<file path="src/rtl/breakout_pkg.sv">
// Game-state encoding for the Breakout flow controller.
// The top level and the pong_graph glue also use this encoding.
package breakout_pkg;

    typedef enum logic [1:0] {
        NEWGAME = 2'b00,
        PLAY    = 2'b01,
        NEWBALL = 2'b10,
        OVER    = 2'b11
    } game_state_t;

endpackage

</file>
<file path="src/rtl/bcd_counter4.sv">
// Four-digit BCD score counter that saturates at 9999. clr has priority over inc.
// Latency: q updates on the edge that samples clr/inc. There is no backpressure.
module bcd_counter4 (
    input  logic        clk,
    input  logic        rstn,
    input  logic        clr,
    input  logic        inc,
    output logic [15:0] q
);

    logic [15:0] nxt;
    logic        carry;

    // Ripple a carry up through the digits. Each digit wraps 9 -> 0 when a carry arrives.
    always_comb begin
        nxt   = q;
        carry = 1'b1;
        for (int i = 0; i < 4; i++) begin
            if (carry) begin
                if (q[4*i +: 4] == 4'd9) begin
                    nxt[4*i +: 4] = 4'd0;
                end else begin
                    nxt[4*i +: 4] = q[4*i +: 4] + 4'd1;
                    carry         = 1'b0;
                end
            end
        end
    end

    always_ff @(posedge clk) begin
        if (!rstn) begin
            q <= 16'h0000;
        end else if (clr) begin
            q <= 16'h0000;
        end else if (inc && (q != 16'h9999)) begin
            q <= nxt;
        end
    end

endmodule

</file>
<file path="src/rtl/breakout_ctrl.sv">
// Breakout game-flow FSM: edge-detected keypad/hit/miss events, ball counter, pause timer and BCD score.
// Latency: an input edge is registered for 1 cycle and takes effect on the following edge. There is no backpressure.
module breakout_ctrl
    import breakout_pkg::*;
#(
    parameter int          BALLS_INIT    = 3,
    parameter logic [4:0]  START_KEY     = 5'h10,
    parameter int          NEWBALL_TICKS = 50_000_000,
    parameter int          OVER_TICKS    = 200_000_000,
    parameter int          TIMER_W       = 28
) (
    input  logic        clk,
    input  logic        rstn,
    input  logic        key_ready,
    input  logic [4:0]  key_code,
    input  logic        hit,
    input  logic        miss,
    output logic [1:0]  state,
    output logic        gra_still,
    output logic [3:0]  balls_left,
    output logic [15:0] score_bcd,
    output logic [31:0] seg_data
);

    localparam logic [3:0]         BALLS_RST  = 4'(BALLS_INIT);
    localparam logic [TIMER_W-1:0] NB_LOAD    = TIMER_W'(NEWBALL_TICKS - 1);
    localparam logic [TIMER_W-1:0] OVER_LOAD  = TIMER_W'(OVER_TICKS - 1);
    localparam logic [TIMER_W-1:0] TIMER_ONE  = TIMER_W'(1);

    game_state_t        st;
    logic [TIMER_W-1:0] timer;
    logic               key_ready_d, hit_d, miss_d;
    logic               key_ev, hit_ev, miss_ev;

    always_ff @(posedge clk) begin
        if (!rstn) begin
            st          <= NEWGAME;
            timer       <= '0;
            balls_left  <= BALLS_RST;
            key_ready_d <= 1'b0;
            hit_d       <= 1'b0;
            miss_d      <= 1'b0;
            key_ev      <= 1'b0;
            hit_ev      <= 1'b0;
            miss_ev     <= 1'b0;
        end else begin
            key_ready_d <= key_ready;
            hit_d       <= hit;
            miss_d      <= miss;
            key_ev      <= key_ready & ~key_ready_d & (key_code == START_KEY);
            hit_ev      <= hit & ~hit_d;
            miss_ev     <= miss & ~miss_d;

            case (st)
                NEWGAME: begin
                    if (key_ev) begin
                        st         <= PLAY;
                        balls_left <= BALLS_RST;
                    end
                end
                PLAY: begin
                    // The score increment for a same-cycle hit is handled by the counter alongside this transition.
                    if (miss_ev) begin
                        if (balls_left > 4'd1) begin
                            balls_left <= balls_left - 4'd1;
                            timer      <= NB_LOAD;
                            st         <= NEWBALL;
                        end else begin
                            balls_left <= 4'd0;
                            timer      <= OVER_LOAD;
                            st         <= OVER;
                        end
                    end
                end
                NEWBALL: begin
                    if (timer == '0) st <= PLAY;
                    else             timer <= timer - TIMER_ONE;
                end
                OVER: begin
                    if (timer == '0) begin
                        st         <= NEWGAME;
                        balls_left <= BALLS_RST;
                    end else begin
                        timer <= timer - TIMER_ONE;
                    end
                end
                default: st <= NEWGAME;
            endcase
        end
    end

    bcd_counter4 u_score (
        .clk  (clk),
        .rstn (rstn),
        .clr  ((st == NEWGAME) && key_ev),
        .inc  ((st == PLAY) && hit_ev),
        .q    (score_bcd)
    );

    assign state     = st;
    assign gra_still = (st != PLAY);
    assign seg_data  = {score_bcd, 12'h000, balls_left};

endmodule

</file>
<file path="config.mk">
export PLATFORM = sky130hd
export DESIGN_NAME = breakout_ctrl
export DESIGN_NICKNAME = d
export VERILOG_FILES = /design/src/rtl/breakout_pkg.sv /design/src/rtl/bcd_counter4.sv /design/src/rtl/breakout_ctrl.sv
export SDC_FILE = /design/constraint.sdc
export NUM_CORES = 1
export LEC_CHECK = 0
export CAP_MARGIN = 0
export CORE_UTILIZATION = 45
export CTS_CLUSTER_DIAMETER = 80
export DETAILED_ROUTE_END_ITERATION = 12
export DONT_BUFFER_PORTS = 1
export GPL_ROUTABILITY_DRIVEN = 0
export HOLD_SLACK_MARGIN = 0.15
export PLACE_DENSITY = 0.69
export SYNTH_ARGS = -nofsm -noshare
export SYNTH_HDL_FRONTEND = slang
export SYNTH_HIERARCHICAL = 1
export SYNTH_SLANG_ARGS = --single-unit
</file>
<file path="constraint.sdc">
create_clock -name clk -period 3.5 [get_ports clk]
set_input_delay 0.875 -clock clk [delete_from_list [all_inputs] [get_ports clk]]
set_output_delay 0.875 -clock clk [all_outputs]
set_load 0.01 [all_outputs]
</file>
======== Word-level counts from Yosys, hierarchy flattened ========
Cells that the tools add are included.
storage, ports and cells
  flip-flop bits (word level) ............. 56
  logic and storage cells ................. 82
  bits of input ports ..................... 10
  output and inout bits ................... 55
operators by class
  order comparisons ....................... 1
  reductions and logical operators ........ 15
  muxes and demuxes ....................... 24
  add/sub/neg operators ................... 6
  bitwise operators ....................... 8
  eq/ne operators ......................... 15
operator list
  kind                   count
  $mux 28                3
  $pmux 28 s2            1
  $mux 4                 8
  $logic_not 28->1       1
  $sub 28x1->28 const B  1
  $add 4x1->4 const B    4
  $eq 4x4->1 const B     4
  $ne 16x16->1 const B   1
  $pmux 4 s3             1
  $ne 2x2->1 const B     5
  $mux 2                 4
  $pmux 2 s4             1
  $reduce_and 4->1       2
  $mux 1                 6
  $reduce_and 2->1       3
  $eq 5x5->1 const B     1
  $and 1x1->1            4
  $eq 2x2->1 const B     2
  $gt 4x1->1 const B     1
  $not 1->1              4
  $reduce_or 2->1        2
  $sub 4x1->4 const B    1
  $logic_and 1x1->1      3
  $reduce_and 3->1       1
  other kinds (5)        5

======== Logic depth before layout (Yosys ltp) ========
  word-level depth ........................ 5
  depth in mapped cells ................... 9
  mapped depth without buffers ............ 7

======== Hierarchy ========
Netlist, hierarchy kept.
by module, submodules not included
  module         instances  cells each  seq. area each (um2)  area an instance (um2)
  breakout_ctrl  1          298         800.8                 2443.6
  bcd_counter4   1          99          320.3                 825.8

======== Worst setup path after synthesis ========
Ideal clock, no wire load.
  path type ............................... flip-flop to flip-flop
  start ................................... register timer[3]
  end ..................................... register timer[23]
  data arrival time ....................... 2.343 ns
  slack ................................... 1.082 ns
  data required time ...................... 3.426 ns
  buffers on the path ..................... 2
  clock period less this slack ............ 2.418 ns
  setup time .............................. 0.074 ns
  cell stages (with the launch flop) ...... 8
  cell sequence ........................... dfxtp_1 -> or4_4 -> or3_1 -> buf_6 -> or2_4 -> buf_6 -> or4_1 -> a31oi_1
on the way
  cells in the longest elaborated chain, start to end .. 3
  elaborated cells on any way between the ends .. 6
  those cells by class .................... add/sub (1); eq/ne (1); mux (2); reduce/logical (2)
ends and longest elaborated chain
  what                                               line                 RTL
  start: declaration                                 breakout_ctrl.sv:31  logic [TIMER_W-1:0] timer;
  start signal: assignment                           breakout_ctrl.sv:77  else timer <= timer - TIMER_ONE;
  start signal: assignment                           breakout_ctrl.sv:84  timer <= timer - TIMER_ONE;
  $sub 28x1->28 or $logic_not 28->1 (tied branches)  n/a
  $mux 28 or $ne 2x2->1 (tied branches)              n/a
  $pmux 28 s2 or $reduce_and 3->1 (tied branches)    n/a
Several ways; a longest one is shown, not always the timed one. The select of a mux whose other input is x is not followed.
A chain may end at the register's enable or synchronous reset.

======== Worst setup path in the final report ========
  start ................................... register timer[3]
  end ..................................... register timer[8]
The elaborated chain is that of the path after synthesis.

==> results_dict.tcl <==
set metrics [dict create \
    grt_start_max_net_pins 28 \
    synth_ff_type "dfxtp_1" \
    worstSkewPairLatency_ns 0.32 \
    antenna_found_initial 0 \
    run_status "finished clean" \
    synth_edf_count 0 \
    num_antenna_cells 0 \
    hold_buffers 0 \
    postSynthCellCount 397 \
    async_flop_share_pct 0 \
    worstSetupEndpointType "flip-flop" \
    cts_made_buffers 5 \
    cp_slowest_cell "or4_4" \
    dieArea_um2 7610 \
    htree_levels 2 \
    min_period_ns 2.582 \
    r2r_start "timer[3]" \
    postSynthRegisterBits 56 \
    synth.top_cell.area_share_pct 34.29 \
    hold_start "hit_d" \
    crit_chain "or4_4 > or3_1 > o21ai_1 > buf_4 > a21oi_1 > o221a_2" \
    grt_pass1_wl_mm 11.83 \
    critPathMaxFanout 26 \
    cts_sinks 56 \
    drive_gt1_share_pct 6.233 \
    postCtsSetupRepairBufs 0 \
    area_growth_pct -1.225 \
    max_stage_delay_ns 0.56 \
    p_leak_nw 1.237 \
    drt_pass1_iterations 5 \
    crit_path_start_kind "flip-flop" \
    viasPerCell 6.019 \
    crit_start "timer[3]" \
    worstSetupEndpoint "timer[8]" \
    hpwl_mm 4.992 \
    first_global_vias 2483 \
    cp.arrival_ns 2.79 \
    worstMarginPinSlew_ns 0.9436 \
    coreArea_um2 6907 \
    antenna_left 0 \
    yosysUniqueCellTypes 63 \
    power_density_nw_per_um2 325.0 \
    cp.buffers_inverters 1 \
    r2r-end "timer[8]" \
    cts_tree "done" \
    num_vias 2799 \
    cts_resized 0 \
    drv_cap 0 \
    drc 0 \
    wire_per_inst_um 15.33 \
    skew_ns 0.01606 \
    stdcell_area_um2 3229 \
    hold_class "reg2reg" \
    root_buffer "clkbuf_8" \
    fmax_mhz 387.2 \
    hold_viol 0 \
    postPlaceCellArea_um2 3134 \
    worstPathRequired_ns 3.71 \
    critPathTopFamily "simple AND/OR/NAND/NOR gates" \
    num_rows 30 \
    ys_seq_area_share_pct 34.29 \
    irDropWorstVdd_v 0.0001700 \
    report.final.slew_viol_count 0 \
    fin_crit_sh_pct 73.78 \
    tns_ns 0 \
    io_buffers 0 \
    yosysWarnings 6 \
    holdWs_ns 0.3750 \
    dieHeight_um 87.24 \
    yosys-top-cells-area "dfxtp_1 34%, buf_4 7.3%, nor2_1 4.2%" \
    grt_overflow 0 \
    grt_usage_pct 19.62 \
    initial_core_util_pct 47.34 \
    fin_nets 382 \
    setup_viol 0 \
    path_class "reg2reg" \
    yosys.area.top_type "dfxtp_1" \
    worstRegToRegCells 6 \
    r2r_slack_ns 0.92 \
    clk_pin_slew_ns 0.11 \
    die_w_um 87.24 \
    syn_area_per_cell_um2 8.235 \
    cp.depth 6 \
    cts_buffer_depth 2 \
    rsz0062_at_grt "false" \
    io_pins 65 \
    max-slew-margin-rel_pct 36.43 \
    synth_area_um2 3269 \
    wl_mm 7.127 \
    drtIter0Drc 265 \
]
## layout make-up
type | instances | area (um2)
fillers | 690 | 3677
multi-input cells | 287 | 1807
flip-flops and latches | 56 | 1121
well taps | 96 | 120.1
clock buffers | 5 | 68.82
inverters | 13 | 48.80
repair buffers | 5 | 37.54
clock inverters | 3 | 26.28
## routing by layer
layer | vias to the layer above | global-route usage, % | share of wire (%) | wire length, um
li1 | 1381 | - | - | -
met1 | 1313 | 27.36 | 49 | 3520
met2 | 94 | 29.92 | 43 | 3071
met3 | 11 | 4.265 | 5.9 | 417
met4 | 0 | 6.706 | 1.6 | 117
met5 | - | 0 | 0 | 0
## cells in the mapped netlist, types with 4 or more instances
cell and count:
a211oi_1 9, a21oi_1 12, a311oi_1 7, a31oi_1 11
and2_1 6, and3_1 4, buf_4 32, clkbuf_1 15
dfxtp_1 56, ha_1 4, inv_1 12, nand2_1 25
nand2b_1 4, nand3_1 7, nand3b_1 5, nand4_1 5
nor2_1 37, nor2b_1 7, nor3_1 16, nor3b_1 5
nor4_1 7, o2111ai_1 4, o21a_1 6, o21ai_0 16
o31ai_1 6, or3_1 7, or4_1 10
## cell families after synthesis
| group | share of synthesized area [%] |
|---|---|
| compound gates | 21.97 |
| xor+xnor | 1.340 |
| fa+ha+maj | 1.531 |
| buf+inv | 11.71 |
| flops | 34.29 |
| mux | 0.9185 |
| other cells | 0.1147 |
| simple gates | 28.13 |
## state kept, by name (all words and copies together), names as in the netlist, 2 cells and up
name and count:
state 2, u_score/q 16, balls_left 4, timer 28
## cell usage in the layout (no fill, tap or decap), types with 9 or more instances in the layout
cell type  synthesis  final
nor3_1            16     16
nand2_1           25     25
a21oi_1           12     12
a211oi_1           9      9
inv_1             12     12
o21ai_0           16     15
or4_1             10     10
dfxtp_1           56     56
a31oi_1           11     11
conb_1             1     12
nor2_1            37     37
## how the worst min path moves through the flow
stage                  end  slack (ns)  depth (start not counted)
floorplan           hit_ev        0.37                          1
global placement    hit_ev        0.37                          1
detailed placement  hit_ev        0.38                          1
CTS                 hit_ev        0.37                          1
global route        hit_ev        0.39                          1
finish              hit_ev        0.37                          1
## through the flow
stage                     instances  total power [mW]  setup WS [ns]  utilization [%]
after global routing            465             1.090         0.7492            46.76
final                           465             1.050         0.9177            46.76
after global placement          457            0.6869          1.023            45.38
after floorplan                 408            0.6952          1.082                -
after detailed placement        457            0.6871         0.9678            45.38
after CTS                       465             1.064         0.9469            46.76
## report_power, final
part	internal [mW]	switching (mW)
logic	0.00785	0.0223
clock network	0.147	0.230
registers	0.641	0.00192
Power figures use the tool's default switching activity.
